==> src/rtl/nx_indirect_access_sequencer_if.sv <==
// Request/response and register-bus interfaces for the indirect-access
// sequencer. The sequencer is the slave on req and the master on reg.
interface nx_ias_req_if #(
    parameter int N_DATA_WORDS = 1,
    parameter int N_ADDR_BITS  = 10,
    parameter int N_TABLE_BITS = 1
);
    logic                        req_valid;
    logic                        req_ready;
    logic [3:0]                  req_op;
    logic [N_ADDR_BITS-1:0]      req_addr;
    logic [N_TABLE_BITS-1:0]     req_table_id;
    logic [32*N_DATA_WORDS-1:0]  req_wdat;
    logic                        rsp_valid;
    logic                        rsp_ready;
    logic [2:0]                  rsp_code;
    logic                        rsp_poll_tmo;
    logic [32*N_DATA_WORDS-1:0]  rsp_rdat;

    modport master (
        output req_valid, req_op, req_addr, req_table_id, req_wdat,
        output rsp_ready,
        input  req_ready, rsp_valid, rsp_code, rsp_poll_tmo, rsp_rdat
    );
    modport slave (
        input  req_valid, req_op, req_addr, req_table_id, req_wdat,
        input  rsp_ready,
        output req_ready, rsp_valid, rsp_code, rsp_poll_tmo, rsp_rdat
    );
endinterface

interface nx_ias_reg_if #(
    parameter int N_REG_ADDR_BITS = 16
);
    logic                        reg_wr;
    logic                        reg_rd;
    logic [N_REG_ADDR_BITS-1:0]  reg_addr;
    logic [31:0]                 reg_wdat;
    logic [31:0]                 reg_rdat;
    logic                        reg_ack;

    modport master (
        output reg_wr, reg_rd, reg_addr, reg_wdat,
        input  reg_rdat, reg_ack
    );
    modport slave (
        input  reg_wr, reg_rd, reg_addr, reg_wdat,
        output reg_rdat, reg_ack
    );
endinterface

==> src/rtl/nx_indirect_access_sequencer.sv <==
// Turns one memory-access request into the register-bus sequence of the
// indirect-access protocol: data writes, command, status poll, read-back.
module nx_indirect_access_sequencer #(
    parameter int CMND_ADDRESS    = 0,
    parameter int STAT_ADDRESS    = 0,
    parameter int DATA_ADDRESS    = 0,
    parameter int ALIGNMENT       = 2,
    parameter int N_REG_ADDR_BITS = 16,
    parameter int N_DATA_WORDS    = 1,
    parameter int N_ADDR_BITS     = 10,
    parameter int N_TABLE_BITS    = 1,
    parameter int N_POLL_BITS     = 8,
    parameter int POLL_GAP        = 2,
    parameter int AUTO_ACK        = 1
) (
    input  logic          clk,
    input  logic          rst_n,
    nx_ias_req_if.slave   req,
    nx_ias_reg_if.master  bus,
    output logic          busy
);

    localparam int DW       = 32 * N_DATA_WORDS;
    localparam int IW       = (N_DATA_WORDS > 1) ? $clog2(N_DATA_WORDS) : 1;
    localparam int GW       = (POLL_GAP > 1) ? $clog2(POLL_GAP) : 1;
    localparam int GAP_LAST = (POLL_GAP > 0) ? POLL_GAP - 1 : 0;

    localparam logic [IW-1:0] LAST_IDX = IW'(N_DATA_WORDS - 1);
    localparam logic [GW-1:0] GAP_END  = GW'(GAP_LAST);

    localparam logic [N_REG_ADDR_BITS-1:0] A_CMND = N_REG_ADDR_BITS'(CMND_ADDRESS);
    localparam logic [N_REG_ADDR_BITS-1:0] A_STAT = N_REG_ADDR_BITS'(STAT_ADDRESS);

    localparam logic [3:0] OP_NOP   = 4'h0;
    localparam logic [3:0] OP_READ  = 4'h1;
    localparam logic [3:0] OP_WRITE = 4'h2;
    localparam logic [3:0] OP_INIT  = 4'h6;
    localparam logic [3:0] OP_INCR  = 4'h7;
    localparam logic [3:0] OP_CMPR  = 4'h9;
    localparam logic [3:0] OP_ACK   = 4'hF;

    localparam logic [2:0] ST_RDY = 3'd0;
    localparam logic [2:0] ST_BSY = 3'd1;
    localparam logic [2:0] ST_PDN = 3'd7;

    typedef enum logic [2:0] {
        S_IDLE, S_WR_DATA, S_WR_CMND, S_RD_STAT,
        S_GAP, S_RD_DATA, S_ACK_ERR, S_RESP
    } state_t;

    state_t                     r_state, w_state;
    logic                       r_wr, w_wr;
    logic                       r_rd, w_rd;
    logic [N_REG_ADDR_BITS-1:0] r_addr, w_addr;
    logic [31:0]                r_wdat, w_wdat;
    logic [IW-1:0]              r_idx, w_idx;
    logic [N_POLL_BITS-1:0]     r_poll, w_poll;
    logic [GW-1:0]              r_gap, w_gap;
    logic [2:0]                 r_code, w_code;
    logic                       r_tmo, w_tmo;
    logic [DW-1:0]              r_rdat, w_rdat;
    logic                       r_rsp_valid, w_rsp_valid;
    logic                       r_busy;

    logic [3:0]                 r_op;
    logic [N_ADDR_BITS-1:0]     r_eaddr;
    logic [N_TABLE_BITS-1:0]    r_tbl;
    logic [DW-1:0]              r_wbuf;

    logic                       w_accept;
    logic                       w_ack;
    logic [2:0]                 w_stat;

    function automatic logic [N_REG_ADDR_BITS-1:0] f_daddr(input logic [IW-1:0] i);
        logic [31:0] a;
        a = 32'(DATA_ADDRESS) + (32'(i) << ALIGNMENT);
        return a[N_REG_ADDR_BITS-1:0];
    endfunction

    function automatic logic [31:0] f_cmd(
        input logic [3:0]              op,
        input logic [N_TABLE_BITS-1:0] t,
        input logic [N_ADDR_BITS-1:0]  a
    );
        logic [31:0] c;
        c = '0;
        c[31:28] = op;
        c[16 +: N_TABLE_BITS] = t;
        c[N_ADDR_BITS-1:0] = a;
        return c;
    endfunction

    function automatic logic [31:0] f_word(input logic [DW-1:0] v, input logic [IW-1:0] i);
        return v[{i, 5'd0} +: 32];
    endfunction

    function automatic logic f_is_wr(input logic [3:0] op);
        return (op == OP_WRITE) || (op == OP_INIT) || (op == OP_INCR);
    endfunction

    function automatic logic f_is_rb(input logic [3:0] op);
        return (op == OP_READ) || (op == OP_CMPR);
    endfunction

    assign w_accept = req.req_valid && (r_state == S_IDLE);
    // Acks with no strobe outstanding are stray and must not advance anything.
    assign w_ack    = bus.reg_ack && (r_wr || r_rd);
    assign w_stat   = bus.reg_rdat[31:29];

    always_comb begin
        w_state     = r_state;
        w_wr        = r_wr;
        w_rd        = r_rd;
        w_addr      = r_addr;
        w_wdat      = r_wdat;
        w_idx       = r_idx;
        w_poll      = r_poll;
        w_gap       = r_gap;
        w_code      = r_code;
        w_tmo       = r_tmo;
        w_rdat      = r_rdat;
        w_rsp_valid = r_rsp_valid;
        unique case (r_state)
            S_IDLE: if (req.req_valid) begin
                w_idx = '0;
                unique case (1'b1)
                    (req.req_op == OP_NOP): begin
                        w_state     = S_RESP;
                        w_rsp_valid = 1'b1;
                        w_code      = ST_RDY;
                    end
                    f_is_wr(req.req_op): begin
                        w_state = S_WR_DATA;
                        w_wr    = 1'b1;
                        w_addr  = f_daddr('0);
                        w_wdat  = req.req_wdat[31:0];
                    end
                    default: begin
                        w_state = S_WR_CMND;
                        w_wr    = 1'b1;
                        w_addr  = A_CMND;
                        w_wdat  = f_cmd(req.req_op, req.req_table_id, req.req_addr);
                    end
                endcase
            end
            S_WR_DATA: if (w_ack) begin
                if (r_idx == LAST_IDX) begin
                    w_state = S_WR_CMND;
                    w_addr  = A_CMND;
                    w_wdat  = f_cmd(r_op, r_tbl, r_eaddr);
                end else begin
                    w_idx  = r_idx + 1'b1;
                    w_addr = f_daddr(w_idx);
                    w_wdat = f_word(r_wbuf, w_idx);
                end
            end
            S_WR_CMND: if (w_ack) begin
                w_state = S_RD_STAT;
                w_wr    = 1'b0;
                w_rd    = 1'b1;
                w_addr  = A_STAT;
                w_wdat  = '0;
                w_poll  = '0;
            end
            S_RD_STAT: if (w_ack) begin
                unique case (1'b1)
                    (w_stat == ST_BSY) && !(&r_poll): begin
                        w_poll = r_poll + 1'b1;
                        // With no gap the strobe simply stays up for the next poll.
                        if (POLL_GAP != 0) begin
                            w_rd    = 1'b0;
                            w_state = S_GAP;
                            w_gap   = '0;
                        end
                    end
                    (w_stat == ST_BSY) && (&r_poll): begin
                        w_rd        = 1'b0;
                        w_tmo       = 1'b1;
                        w_code      = ST_BSY;
                        w_state     = S_RESP;
                        w_rsp_valid = 1'b1;
                    end
                    (w_stat == ST_RDY) || (w_stat == ST_PDN): begin
                        w_code = w_stat;
                        if (f_is_rb(r_op)) begin
                            w_state = S_RD_DATA;
                            w_idx   = '0;
                            w_addr  = f_daddr('0);
                        end else begin
                            w_rd        = 1'b0;
                            w_state     = S_RESP;
                            w_rsp_valid = 1'b1;
                        end
                    end
                    default: begin
                        w_code = w_stat;
                        w_rd   = 1'b0;
                        if (AUTO_ACK != 0) begin
                            w_state = S_ACK_ERR;
                            w_wr    = 1'b1;
                            w_addr  = A_CMND;
                            w_wdat  = f_cmd(OP_ACK, '0, '0);
                        end else begin
                            w_state     = S_RESP;
                            w_rsp_valid = 1'b1;
                        end
                    end
                endcase
            end
            S_GAP: begin
                if (r_gap == GAP_END) begin
                    w_state = S_RD_STAT;
                    w_rd    = 1'b1;
                end else begin
                    w_gap = r_gap + 1'b1;
                end
            end
            S_RD_DATA: if (w_ack) begin
                w_rdat[{r_idx, 5'd0} +: 32] = bus.reg_rdat;
                if (r_idx == LAST_IDX) begin
                    w_rd        = 1'b0;
                    w_state     = S_RESP;
                    w_rsp_valid = 1'b1;
                end else begin
                    w_idx  = r_idx + 1'b1;
                    w_addr = f_daddr(w_idx);
                end
            end
            S_ACK_ERR: if (w_ack) begin
                w_wr        = 1'b0;
                w_state     = S_RESP;
                w_rsp_valid = 1'b1;
            end
            S_RESP: if (req.rsp_ready) begin
                w_state     = S_IDLE;
                w_rsp_valid = 1'b0;
                w_code      = '0;
                w_tmo       = 1'b0;
                w_rdat      = '0;
            end
            default: w_state = S_IDLE;
        endcase
    end

    always_ff @(posedge clk or negedge rst_n) begin
        if (!rst_n) begin
            r_state     <= S_IDLE;
            r_wr        <= 1'b0;
            r_rd        <= 1'b0;
            r_addr      <= '0;
            r_wdat      <= '0;
            r_idx       <= '0;
            r_poll      <= '0;
            r_gap       <= '0;
            r_code      <= '0;
            r_tmo       <= 1'b0;
            r_rdat      <= '0;
            r_rsp_valid <= 1'b0;
            r_busy      <= 1'b0;
        end else begin
            r_state     <= w_state;
            r_wr        <= w_wr;
            r_rd        <= w_rd;
            r_addr      <= w_addr;
            r_wdat      <= w_wdat;
            r_idx       <= w_idx;
            r_poll      <= w_poll;
            r_gap       <= w_gap;
            r_code      <= w_code;
            r_tmo       <= w_tmo;
            r_rdat      <= w_rdat;
            r_rsp_valid <= w_rsp_valid;
            r_busy      <= (w_state != S_IDLE);
        end
    end

    always_ff @(posedge clk or negedge rst_n) begin
        if (!rst_n) begin
            r_op    <= '0;
            r_eaddr <= '0;
            r_tbl   <= '0;
            r_wbuf  <= '0;
        end else if (w_accept) begin
            r_op    <= req.req_op;
            r_eaddr <= req.req_addr;
            r_tbl   <= req.req_table_id;
            r_wbuf  <= req.req_wdat;
        end
    end

    assign req.req_ready    = (r_state == S_IDLE);
    assign req.rsp_valid    = r_rsp_valid;
    assign req.rsp_code     = r_code;
    assign req.rsp_poll_tmo = r_tmo;
    assign req.rsp_rdat     = r_rdat;
    assign bus.reg_wr       = r_wr;
    assign bus.reg_rd       = r_rd;
    assign bus.reg_addr     = r_addr;
    assign bus.reg_wdat     = r_wdat;
    assign busy             = r_busy;

endmodule

==> src/flat_wrapper.sv <==
// flat-port wrapper written by rule: the top's interface ports become plain ports
module nx_indirect_access_sequencer_flat 
#(
    parameter int CMND_ADDRESS    = 0,
    parameter int STAT_ADDRESS    = 0,
    parameter int DATA_ADDRESS    = 0,
    parameter int ALIGNMENT       = 2,
    parameter int N_REG_ADDR_BITS = 16,
    parameter int N_DATA_WORDS    = 1,
    parameter int N_ADDR_BITS     = 10,
    parameter int N_TABLE_BITS    = 1,
    parameter int N_POLL_BITS     = 8,
    parameter int POLL_GAP        = 2,
    parameter int AUTO_ACK        = 1
)
  (clk, rst_n, busy, req_req_valid, req_req_op, req_req_addr, req_req_table_id, req_req_wdat, req_rsp_ready, req_req_ready, req_rsp_valid, req_rsp_code, req_rsp_poll_tmo, req_rsp_rdat, bus_reg_wr, bus_reg_rd, bus_reg_addr, bus_reg_wdat, bus_reg_rdat, bus_reg_ack);
  nx_ias_req_if #(.N_DATA_WORDS(N_DATA_WORDS), .N_ADDR_BITS(N_ADDR_BITS), .N_TABLE_BITS(N_TABLE_BITS)) req_i ();
  nx_ias_reg_if #(.N_REG_ADDR_BITS(N_REG_ADDR_BITS)) bus_i ();
  input  logic clk;
  input  logic rst_n;
  output logic busy;
  input wire logic [$bits(req_i.req_valid)-1:0] req_req_valid;
  input wire logic [$bits(req_i.req_op)-1:0] req_req_op;
  input wire logic [$bits(req_i.req_addr)-1:0] req_req_addr;
  input wire logic [$bits(req_i.req_table_id)-1:0] req_req_table_id;
  input wire logic [$bits(req_i.req_wdat)-1:0] req_req_wdat;
  input wire logic [$bits(req_i.rsp_ready)-1:0] req_rsp_ready;
  output wire logic [$bits(req_i.req_ready)-1:0] req_req_ready;
  output wire logic [$bits(req_i.rsp_valid)-1:0] req_rsp_valid;
  output wire logic [$bits(req_i.rsp_code)-1:0] req_rsp_code;
  output wire logic [$bits(req_i.rsp_poll_tmo)-1:0] req_rsp_poll_tmo;
  output wire logic [$bits(req_i.rsp_rdat)-1:0] req_rsp_rdat;
  output wire logic [$bits(bus_i.reg_wr)-1:0] bus_reg_wr;
  output wire logic [$bits(bus_i.reg_rd)-1:0] bus_reg_rd;
  output wire logic [$bits(bus_i.reg_addr)-1:0] bus_reg_addr;
  output wire logic [$bits(bus_i.reg_wdat)-1:0] bus_reg_wdat;
  input wire logic [$bits(bus_i.reg_rdat)-1:0] bus_reg_rdat;
  input wire logic [$bits(bus_i.reg_ack)-1:0] bus_reg_ack;
  assign req_i.req_valid = req_req_valid;
  assign req_i.req_op = req_req_op;
  assign req_i.req_addr = req_req_addr;
  assign req_i.req_table_id = req_req_table_id;
  assign req_i.req_wdat = req_req_wdat;
  assign req_i.rsp_ready = req_rsp_ready;
  assign req_req_ready = req_i.req_ready;
  assign req_rsp_valid = req_i.rsp_valid;
  assign req_rsp_code = req_i.rsp_code;
  assign req_rsp_poll_tmo = req_i.rsp_poll_tmo;
  assign req_rsp_rdat = req_i.rsp_rdat;
  assign bus_reg_wr = bus_i.reg_wr;
  assign bus_reg_rd = bus_i.reg_rd;
  assign bus_reg_addr = bus_i.reg_addr;
  assign bus_reg_wdat = bus_i.reg_wdat;
  assign bus_i.reg_rdat = bus_reg_rdat;
  assign bus_i.reg_ack = bus_reg_ack;
  nx_indirect_access_sequencer #(.CMND_ADDRESS(CMND_ADDRESS), .STAT_ADDRESS(STAT_ADDRESS), .DATA_ADDRESS(DATA_ADDRESS), .ALIGNMENT(ALIGNMENT), .N_REG_ADDR_BITS(N_REG_ADDR_BITS), .N_DATA_WORDS(N_DATA_WORDS), .N_ADDR_BITS(N_ADDR_BITS), .N_TABLE_BITS(N_TABLE_BITS), .N_POLL_BITS(N_POLL_BITS), .POLL_GAP(POLL_GAP), .AUTO_ACK(AUTO_ACK)) u_core (.clk(clk), .rst_n(rst_n), .req(req_i), .bus(bus_i), .busy(busy));
endmodule
==> config.mk <==
export PLATFORM = sky130hd
export DESIGN_NAME = nx_indirect_access_sequencer_flat
export DESIGN_NICKNAME = d
export VERILOG_FILES = /design/src/rtl/nx_indirect_access_sequencer_if.sv /design/src/rtl/nx_indirect_access_sequencer.sv /design/src/flat_wrapper.sv
export SDC_FILE = /design/constraint.sdc
export NUM_CORES = 1
export LEC_CHECK = 0
export ABC_AREA = 1
export BUFFER_PORTS_ARGS = -buffer_cell sky130_fd_sc_hd__buf_2
export CAP_MARGIN = 20
export CORE_MARGIN = 2
export CORE_UTILIZATION = 45
export CTS_CLUSTER_DIAMETER = 150
export DETAILED_ROUTE_END_ITERATION = 8
export PLACE_DENSITY_LB_ADDON = 0.2
export REMOVE_ABC_BUFFERS = 1
export SYNTH_ARGS = -nofsm -noshare
export SYNTH_HDL_FRONTEND = slang
export SYNTH_SLANG_ARGS = --single-unit
export TNS_END_PERCENT = 20
==> constraint.sdc <==
create_clock -name clk -period 1.6 [get_ports clk]
set_clock_uncertainty 0.15 [all_clocks]
set_input_delay 0.24 -clock clk [delete_from_list [all_inputs] [get_ports clk]]
set_output_delay 0.24 -clock clk [all_outputs]
set_load 0.01 [all_outputs]
# Word-level counts from Yosys, hierarchy flattened
# Cells that the tools add are included.
[totals] register_bits=148 in_bits=84
[op_classes] addsub=4 reduce_logical=41 shifts=3 mux=84 eq_ne=38
[ops] cell="$mux 32" n=8
[ops] cell="$mux 16" n=8
[ops] cell="$pmux 32 s2" n=2
[ops] cell="$pmux 32 s4" n=1
[ops] cell="$pmux 16 s5" n=1
[ops] cell="$mux 3" n=15
[ops] cell="$bwmux 32" n=1
[ops] cell="$pmux 16 s2" n=1
[ops] cell="$shift 32x8->32 const A" n=1
[ops] cell="$shiftx 32x7->32" n=1
[ops] cell="$shiftx 32x8->32" n=1
[ops] cell="$mux 1" n=30
[ops] cell="$ne 2x1->1 const B" n=14
[ops] cell="$mux 8" n=3
[ops] cell="$pmux 3 s8" n=1
[ops] cell="$reduce_and 10->1" n=2
[ops] cell="$pmux 3 s3" n=2
[ops] cell="$reduce_and 6->1" n=3
[ops] cell="$pmux 8 s2" n=1
[ops] cell="$eq 3x3->1 const B" n=5
[ops] cell="$ne 2x2->1 const B" n=7
[ops] cell="$reduce_and 7->1" n=2
[ops] cell="$pmux 3 s2" n=2
[ops] cell="$reduce_bool 3->1" n=4
[ops] cell="29 further kinds" n=54

# Logic depth before layout (Yosys ltp)
# Gate-level depths: netlist of the first run.
[depth] depth_word=7 depth_mapped=12

# Worst setup path before layout of the first run
# OpenSTA, ideal clock, no wires.
[synth_path] path_kind="flip-flop to flip-flop" from="register u_core.r_state[1]" to="register u_core.r_rdat[10], in the netlist u_core.req.rsp_rdat[10]" setup_ns=0.130 slack_ns=-0.076 path_buffers=1 period_less_slack_ns=1.676 stages_incl_launch_ff=8 required_time_ns=1.320 arrival_ns=1.396 cell_sequence="dfrtp_1 -> nand2_1 -> inv_2 -> nand2_1 -> nor2_2 -> o21ai_2 -> clkbuf_1 -> o21ai_0"
[synth_between] elab_chain_len=3 word_cells_on_any_way=7 cone_classes="eq/ne: 4; mux: 1; reduce/logical: 2"
[synth_rtl] element="from (decl)" line="nx_indirect_access_sequencer.sv:51" text="state_t r_state, w_state;"
[synth_rtl] element="from (signal assigned)" line="nx_indirect_access_sequencer.sv:261" text="r_state <= w_state;"
[synth_rtl] element="$eq 3x3->1" line="nx_indirect_access_sequencer.sv:123" text="unique case (r_state)"
[synth_rtl] element="$ne 2x2->1 (no line), or another cell as far along"
[synth_rtl] element="$reduce_and 3->1 (no line)"
[synth_rtl] element="to (signal assigned)" line="nx_indirect_access_sequencer.sv:271" text="r_rdat <= w_rdat;"
[synth_rtl] element="to (decl)" line="nx_indirect_access_sequencer.sv:61" text="logic [DW-1:0] r_rdat, w_rdat;"
# Several ways; a longest one is shown, not always the timed one.
# A chain may end at the register's enable or synchronous reset.

# Worst setup path in the final report of the first run
[layout_path] from="register u_core.r_state[0]" to="register u_core.r_rsp_valid, in the netlist u_core.req.rsp_valid"
[layout_between] elab_chain_len=3 word_cells_on_any_way=17 cone_classes="eq/ne: 13; mux: 1; reduce/logical: 3"
[layout_rtl] element="$eq 3x2->1, or another cell as far along" line="nx_indirect_access_sequencer.sv:123"
[layout_rtl] element="$ne 3x1->1 (no line), or another cell as far along"
[layout_rtl] element="$reduce_and 10->1 (no line)"
[layout_rtl] element="to (signal assigned)" line="nx_indirect_access_sequencer.sv:272" text="r_rsp_valid <= w_rsp_valid;"
[layout_rtl] element="to (decl)" line="nx_indirect_access_sequencer.sv:62" text="logic r_rsp_valid, w_rsp_valid;"
# Several ways; a longest one is shown, not always the timed one.

==> results of run 1 <==
[cell families after synthesis]
group,Yosys count
and+or+nand+nor,317
AOI/OAI and AO/OA,112
DFF,100
buffers and inverters,86
xor gates and xnor gates,6
adders and majority gates,2
other,1
[layout by cell type (no fill, tap or decap), types with 5 or more instances in the layout]
cell type / Yosys / final
buf_4: 18 / 74
nand2_2: 4 / 14
nand2_1: 235 / 220
nor2_4: 1 / 8
inv_2: 7 / 9
clkbuf_8: 0 / 9
buf_12: 0 / 13
dfrtp_1: 100 / 98
a21oi_1: 20 / 16
nand4_1: 7 / 7
inv_1: 39 / 36
buf_6: 3 / 7
nor2_1: 25 / 20
conb_1: 1 / 15
nand3_1: 34 / 34
dlygate4sd3_1: 0 / 58
o21ai_0: 76 / 48
buf_2: 7 / 155
o21ai_1: 6 / 30
nand2_4: 0 / 5
[stage by stage]
step | utilization, % | area [um2]
after floorplan | - | 4710
after global placement | 60.2 | 6470
after detailed placement | 60.2 | 6470
after CTS | 69.6 | 7480
after global routing | 70.6 | 7580
final | 70.6 | 7580
[registers in the layout (all words and copies together), names as in the netlist]
name	count
u_core.bus.reg_wdat	32
u_core.r_eaddr	10
u_core.r_state	3
u_core.r_op	4
u_core.req.rsp_rdat	32
u_core.req.rsp_code	3
u_core.bus.reg_addr	1
u_core.bus.reg_rd	1
u_core.bus.reg_wr	1
u_core.r_poll	8
u_core.r_tbl	1
u_core.r_gap	1
u_core.req.rsp_poll_tmo	1
u_core.req.rsp_valid	1
u_core.busy	1
[cells in the mapped netlist, types with 2 or more instances]
cell type  count  area share (%)
nand2_1      235              18
dfrtp_1      100              51
o21ai_0       76             7.8
inv_1         39             3.0
nand3_1       34             3.5
nor2_1        25             1.9
a21oi_1       20             2.0
buf_4         18             2.8
clkbuf_1      12            0.92
buf_2          7            0.71
inv_2          7            0.54
nand4_1        7            0.89
o21ai_1        6            0.61
nor3_1         5            0.51
o31ai_1        5            0.77
nand2_2        4            0.51
nor2_2         4            0.51
buf_6          3            0.69
xnor2_1        3            0.54
xor2_1         3            0.54
o211ai_1       2            0.31
[how the worst min path moves through the flow]
stage,end,cells past startpoint
detailed placement,u_core.bus.reg_wdat[18],1
global placement,u_core.bus.reg_wdat[18],1
global route,u_core.bus.reg_wdat[7],5
floorplan,u_core.bus.reg_addr[2],0
CTS,u_core.bus.reg_wdat[7],5
finish,u_core.bus.reg_wdat[7],5
[area by class of cell]
cell class                      instances  share of cell area (%)
Clock buffer                            9                    1.63
Timing Repair Buffer                  308                    30.0
Sequential cell                       100                    33.0
Clock inverter                          7                    1.30
Tap cell                              140                    2.31
Inverter                               46                    2.31
Multi-Input combinational cell        452                    29.4
[per-layer routing]
layer	part of all wire, %	vias up
met4	1.0	0
met2	51	176
met1	43	2413
met5	0	-
met3	5.4	17
li1	-	2559
[report_power, final]
| group | total (uW) | switching (uW) | leakage, uW | internal (uW) |
|---|---|---|---|---|
| clock network | 1810 | 916 | 0.000115 | 895 |
| registers | 3980 | 518 | 0.00129 | 3460 |
| logic | 6910 | 3740 | 0.00276 | 3170 |
[critical path: cells and delay by family (launching register included)]
kind                       cells  cell delay (ps)
adders and majority gates      1              490
DFF                            1              450
and+or+nand+nor                4              430
AOI/OAI and AO/OA              1              160
buffers and inverters          1               70
[timing repair]
| item | 4_1_cts | 5_1_grt |
|---|---|---|
| resized for setup | 47 | 44 |
| hold buffers | 58 | 0 |
| pin swaps | 9 | 9 |
| cloned | 1 | 0 |
| buffers inserted | 4 | 2 |
| setup endpoints to repair | 96 | 98 |
| endpoints found under the hold margin | 157 | 0 |
==> metrics, run 1 <==
CTS tree=done; CP Class=reg -> reg; worst r2r path cells=7; met3 GRT Util=4.22%; CP endpoint kind=flip-flop; total power draw=12700 uW; Setup violations, final=83; Placed Cells=981; max cap viols=0; All-Layer GR Usage=24.6%; via count=5165; vias in the first global route=5045; Synth Area in Compound Gates=12.1%; IO Count=173; CTS buffer count=9; asr flop ratio synth=100%; Synth Register Bits=100; overflow left after global routing=0; proportion of synthesized area in mux cells=0%; WHS=44.0 ps; crit-path cells=inv_2 > fa_1 > nand2_1 > nand3_1 > nor2_1 > nand4_1 > a21oi_2; Final Cycle Share=113%; failing checks=negative setup slack; Starting Density=45.6%; maximum vdd ir drop=0.000867 V; WL/cell=13.5 um; Multi-input gate area=0.00223 mm2; fin. max-slew vios=0; grt met1 use=31.7%; DIE WIDTH=108 um; Worst Setup SP=u_core.r_state[0]; site row count=38; # fillers=851; Seq/Total Area, Yosys=51.0%; Cell Pwr Density=1670 mW/mm2; CP required=1740 ps; drc violations=0; min-delay src=req_req_wdat[7]; DRT Pass-1 Iters=5; ANT nets after route=0; post-synthesis xor/xnor area fraction=1.07%; run status=complete, but fails checks; setup_tns=-11920 ps; crit path to=u_core.req.rsp_valid; number of port buffers=157; post-DP HPWL=9710 um; Max Clock Freq=553 MHz; clock slew at reported path FFs=100 ps; worst-path maximum fanout=5; Area Growth Syn to Fin=54.7%; R2R Path End=u_core.req.rsp_valid; initial antenna violation count=0; Die Ht=108 um; reg2reg setup slack=-210 ps; Clock Tree Root=clkbuf_8; post-synthesis adder-cell area fraction=0.664%; post-synthesis average cell area=7.86 um2; crit path launch type=flip-flop; final wirelength=14400 um; largest family of logic cells by synthesized area=simple AND/OR/NAND/NOR gates; Post-Place Worst Slack=-364 ps; crit path max-delay cell type=fa_1; post-synthesis simple-gate area fraction=26.4%; via/cell ratio=4.86; Placer Congestion=0.871; full die area=0.0117 mm2; Worst EP arrival=1950 ps; DR iter-0 viols=390; reg2reg start=u_core.r_state[0]; Mapped Cells=624; delay of the slowest cell on the worst path=490 ps; first-pass GRT wire length=22900 um; n_diodes=0; final worst slack=-207 ps; Core ar.=0.0107 mm2; share of cells above drive strength 1=35.2%; met2 GRT Util=43.2%; min Tclk post-route=1810 ps; RSZ-0062 raised after global routing=yes; Post-synth EDFFs=0; P_leak=0.00416 uW; pin count of the biggest net entering global routing=40; dominant register cell in the synthesized netlist=dfrtp_1; Final #Nets=1003; Worst-Skew Late Latency=360 ps; final hold vios=0; fin cells=1062; warnings from Yosys=0; Register Area=0.00250 mm2; CTS Sinks=100; Max clock buf depth=2; Distinct cells, synth=30; most used routing layer=met2; number of H-tree levels=3; synthesized area=0.00490 mm2; Hold/Removal Path Class=in -> reg
Note: power is estimated with default switching activity, not from simulation.
==> inputs of run 2 (changes only) <==
--- a/config.mk
+++ b/config.mk
@@ -12,7 +12,7 @@
 export CORE_UTILIZATION = 45
 export CTS_CLUSTER_DIAMETER = 150
 export DETAILED_ROUTE_END_ITERATION = 8
-export PLACE_DENSITY_LB_ADDON = 0.2
+export PLACE_DENSITY = 0.87
 export REMOVE_ABC_BUFFERS = 1
 export SYNTH_ARGS = -nofsm -noshare
 export SYNTH_HDL_FRONTEND = slang
==> metrics, run 2 (synthesis gave the netlist of run 1 again) <==
CP Class=reg -> reg; clock slew at reported path FFs=100 ps; worst r2r path cells=9; Max clock buf depth=2; Hold/Removal Path Class=in -> reg; ANT nets after route=0; Comb pwr share=56.6%; WL/cell=16.9 um; Placer Congestion=0.900; n_diodes=0; P_int=7620 uW; DRT Pass-1 Iters=6; relative slew slack=64.1%; pin count of the biggest net entering global routing=33; failing checks=negative hold slack, negative setup slack; CP endpoint kind=flip-flop; Cell Pwr Density=1740 mW/mm2; overflow left after global routing=0; IO Count=173; power share of the clock group=13.4%; total power draw=13400 uW; CTS tree=done; Post-Layout Inst Area=0.00770 mm2; Die Ht=108 um; Final Cycle Share=121%; worst hold path cell count=3; drc violations=0; All-Layer GR Usage=26.3%; CTS Sinks=100; fin. max-slew vios=0; worst-path maximum fanout=6; P_leak=0.00417 uW; Worst EP arrival=2040 ps; CTS buffer count=9; switching power of the nets=5820 uW; via count=5730; vias in the first global route=5360; via/cell ratio=5.40; run status=complete, but fails checks; site row count=38; min Tclk post-route=1940 ps; Sequential Power Share=30.1%; Setup violations, final=99; worst slew pin tran=533 ps; post-DP HPWL=9530 um; final worst slack=-340 ps; max cap viols=0; commonest non-fill, non-tap cells in the layout=nand2_1 (206), buf_2 (155), dfrtp_1 (98), buf_4 (76), dlygate4sd3_1 (54); Starting Density=45.6%; CP required=1700 ps; # fillers=693; DIE WIDTH=108 um; Core ar.=0.0107 mm2; final wirelength=17900 um; Worst-Skew Late Latency=370 ps; DR iter-0 viols=835; Area Growth Syn to Fin=57.1%; WHS=-11.9 ps; full die area=0.0117 mm2; Final #Nets=1003; number of H-tree levels=3; crit path launch type=flip-flop; Area after DPL=0.00641 mm2; RSZ-0062 raised after global routing=yes; first-pass GRT wire length=24400 um; share of cells above drive strength 1=38.7%; number of port buffers=157; Switching Fraction=43.3%; maximum vdd ir drop=0.000919 V; Clock Tree Root=clkbuf_8; Max Clock Freq=515 MHz; final hold vios=1; initial antenna violation count=0; most common cell after layout, fill and taps aside=nand2_1
run 2: cell count changes in the layout (fill, tap and decap cells not counted), moves of 5 or more:
cell | before | now
buf_12 | 13 | 8
nand2_1 | 220 | 206
nand2_2 | 14 | 28
nand3_1 | 34 | 20
nand3_2 | 1 | 13
nor2_2 | 2 | 7
o21ai_0 | 48 | 53
o21ai_1 | 30 | 21
run 2: cell type report:
type	count	area (um2)	area share, %
Sequential cell	100	2500	32.5
Multi-Input combinational cell	452	2330	30.3
Timing Repair Buffer	308	2290	29.8
Inverter	46	185	2.40
Tap cell	140	175	2.27
Clock buffer	10	128	1.66
Clock inverter	5	85.1	1.10
run 2: final timing paths:
path / from / end / slack [ps]
min reg2reg: u_core.bus.reg_wdat[19] / u_core.bus.reg_wdat[19] / 330
min: req_req_addr[1] / u_core.r_eaddr[1] / -10
max in group asynchronous: rst_n / u_core.r_eaddr[8] / 500
max reg2reg: u_core.r_state[1] / u_core.req.rsp_code[1] / -340
max: u_core.r_state[1] / u_core.req.rsp_code[1] / -340
min in group asynchronous: rst_n / u_core.bus.reg_wdat[3] / 190
run 2: stage by stage:
| step | hold WS, ps | util (%) | instances | setup WS (ps) | TNS, ps |
|---|---|---|---|---|---|
| after floorplan | -206 | - | 598 | -1220 | -62560 |
| after global placement | 30.8 | 59.7 | 981 | -255 | -12040 |
| after detailed placement | 37.2 | 59.7 | 981 | -383 | -16420 |
| after CTS | 0.0789 | 67.9 | 1050 | -186 | -8710 |
| after global routing | 7.48 | 71.7 | 1061 | -403 | -25480 |
| final | -11.9 | 71.7 | 1061 | -340 | -18720 |
run 2: power by group through the flow:
stage / Combinational (uW) / Clock, uW / Sequential [uW]
2_1_floorplan: 2580 / 0 / 4280
3_3_place_gp: 5560 / 0 / 3940
3_5_place_dp: 5680 / 0 / 3960
4_1_cts: 6260 / 1780 / 3940
5_1_grt: 8170 / 1920 / 4120
6_report: 7600 / 1800 / 4040
run 2: what timing repair did:
action	in CTS	in global routing
endpoints found under the setup margin	93	98
setup buffers	4	2
resized for setup	40	82
hold endpoints to repair	129	5
hold buffers	49	5
cloned	1	4
pin swaps	11	29
run 2: metal layers:
metal	up-vias	wire length (um)	part of all wire [%]	GRT usage, %
li1	2560	-	-	-
met1	2647	6640	37	30.9
met2	404	8920	50	45.5
met3	119	1280	7.1	4.70
met4	0	1040	5.8	14.7
met5	-	0	0	0
run 2: worst max-delay path, stage by stage (launching register included):
cell and delay [ps]:
dfrtp_2 490, nand2_2 110, inv_2 70, nand2_4 110, inv_2 60, buf_4 160
a21oi_2 170, nand2_2 110, o21ai_0 270, nand2_1 120
==> inputs of run 3 (changes only) <==
--- a/config.mk
+++ b/config.mk
@@ -5,14 +5,12 @@
 export SDC_FILE = /design/constraint.sdc
 export NUM_CORES = 1
 export LEC_CHECK = 0
-export ABC_AREA = 1
 export BUFFER_PORTS_ARGS = -buffer_cell sky130_fd_sc_hd__buf_2
-export CAP_MARGIN = 20
 export CORE_MARGIN = 2
-export CORE_UTILIZATION = 45
+export CORE_UTILIZATION = 46
 export CTS_CLUSTER_DIAMETER = 150
 export DETAILED_ROUTE_END_ITERATION = 8
-export PLACE_DENSITY = 0.87
+export PLACE_DENSITY = 0.88
 export REMOVE_ABC_BUFFERS = 1
 export SYNTH_ARGS = -nofsm -noshare
 export SYNTH_HDL_FRONTEND = slang
==> metrics, run 3 <==
pin count of the biggest net entering global routing=65; P_leak=0.00398 uW; relative slew slack=65.5%; Mapped Cells=517; Area Growth Syn to Fin=53.0%; Final #Nets=897; Multi-input gate area=0.00241 mm2; warnings from Yosys=0; clock slew at reported path FFs=110 ps; post-synthesis average cell area=9.70 um2; synthesized area=0.00501 mm2; Max clock buf depth=2; Worst EP arrival=2030 ps; Seq/Total Area, Yosys=49.9%; All-Layer GR Usage=25.3%; Distinct cells, synth=52; share of the synthesized area in the top cell type=49.9%; min Tclk post-route=1930 ps; largest area contributor in the netlist=dfrtp_1; number of port buffers=157; Placed Cells=867; via count=5036; Synth area leaders=dfrtp_1 (50%), nand2_1 (8.5%), mux2i_1 (7.0%), mux2_2 (7.0%), o21ai_0 (6.2%); number of H-tree levels=3; DIE WIDTH=108 um; Final Cycle Share=121%; maximum vdd ir drop=0.000990 V; Hold/Removal Path Class=in -> reg; final worst slack=-330 ps; Max Clock Freq=518 MHz; fin. max-slew vios=0; CTS buffer count=9; Core ar.=0.0107 mm2; Die Ht=108 um; DRT Pass-1 Iters=6; worst-path maximum fanout=3; initial antenna violation count=0; WL/cell=16.2 um; Placer Congestion=0.913; asr flop ratio synth=100%; drc violations=0; leading cell types by count after synthesis=nand2_1 (114), dfrtp_1 (100), o21ai_0 (62), mux2i_1 (35), mux2_2 (31); worst hold path cell count=3; site row count=38; most instantiated library cell after synthesis=nand2_1; # fillers=734; via/cell ratio=5.27; DR iter-0 viols=394; first-pass GRT wire length=23200 um; final wirelength=15500 um; overflow left after global routing=0; RSZ-0062 raised after global routing=yes; n_diodes=0; worst r2r path cells=6; Synth Register Bits=100; worst slew pin tran=514 ps; CP required=1700 ps; Worst-Skew Late Latency=380 ps; share of cells above drive strength 1=40.6%; Setup violations, final=97; Post-synth EDFFs=0; run status=complete, but fails checks; CTS Sinks=100; failing checks=negative setup slack; post-DP HPWL=9640 um; final hold vios=0; fin cells=956; Register Area=0.00251 mm2; max cap viols=0; ANT nets after route=0; dominant register cell in the synthesized netlist=dfrtp_1; Starting Density=46.7%; Cell Pwr Density=1650 mW/mm2; Clock Tree Root=clkbuf_8; most common cell after layout, fill and taps aside=buf_2; CP endpoint kind=flip-flop; CP Class=reg -> reg; CTS tree=done; IO Count=173; full die area=0.0118 mm2; crit path launch type=flip-flop; commonest non-fill, non-tap cells in the layout=buf_2 (156), nand2_1 (111), dfrtp_1 (97), buf_4 (72), dlygate4sd3_1 (60); vias in the first global route=4942; setup_tns=-13590 ps; Final Util=71.4%
-- run 3: per-layer routing --
layer	share of wire [%]	wire, um	vias to the layer above	track usage [%]
met3	6.6	1020	43	5.06
met5	0	0	-	0
met4	2.6	397	0	10.3
met2	51	7920	257	43.6
li1	-	-	2310	-
met1	40	6180	2426	30.8
-- run 3: worst paths after layout --
kind | from | to | slack [ps]
worst max-delay path | u_core.r_poll[1] | u_core.busy | -330
worst min-delay path | bus_reg_rdat[31] | u_core.req.rsp_rdat[31] | 20
worst max register to register | u_core.r_poll[1] | u_core.busy | -330
worst min register to register | u_core.req.rsp_rdat[29] | u_core.req.rsp_rdat[29] | 340
max in group asynchronous | rst_n | u_core.bus.reg_wdat[31] | 580
min in group asynchronous | rst_n | u_core.busy | 100
-- run 3: where the power goes --
| part | internal, uW | switching [uW] |
|---|---|---|
| Clock | 604 | 990 |
| Sequential | 3490 | 615 |
| Combinational | 3660 | 3300 |
| Total | 7760 | 4910 |
-- run 3: logic make-up after synthesis --
logic type | Yosys count | share of synthesized area, %
AOI/OAI and AO/OA | 104 | 12.7
xor gates and xnor gates | 4 | 0.699
adders and majority gates | 2 | 0.649
buffers and inverters | 72 | 7.19
DFF | 100 | 49.9
muxes | 66 | 13.9
other | 1 | 0.0748
and+or+nand+nor | 168 | 14.9
-- run 3: timing repair --
item	CTS	global route
setup endpoints to repair	98	100
pin swaps	9	5
setup buffers	6	5
endpoints found under the hold margin	159	0
cloned	1	1
hold buffers	60	0
gates resized for setup	57	45
-- run 3: layout make-up --
type / instances / area share, %
clock inverter: 7 / 0.864
tap: 140 / 2.28
clock buffer: 9 / 1.61
timing repair buffer: 310 / 29.6
inverter: 31 / 1.60
sequential: 100 / 32.7
multi-input combinational: 359 / 31.4
-- run 3: critical path, cell delays in order, from the launching register on --
cell and delay (ps):
dfrtp_1 430, ha_4 190, and3_4 190, a31oi_4 140
a31o_2 180, nand4_1 100, or3_1 410
-- run 3: stage by stage --
step / power, uW / cell area (um2) / hold WS (ps) / setup slack (ps)
detailed placement: 9620 / 6480 / -67.8 / -527
floorplan: 6920 / 4820 / -206 / -1370
global placement: 9400 / 6480 / -64.9 / -449
CTS: 11900 / 7480 / 16.8 / -246
global route: 13400 / 7670 / 15.0 / -392
finish: 12700 / 7670 / 16.6 / -330
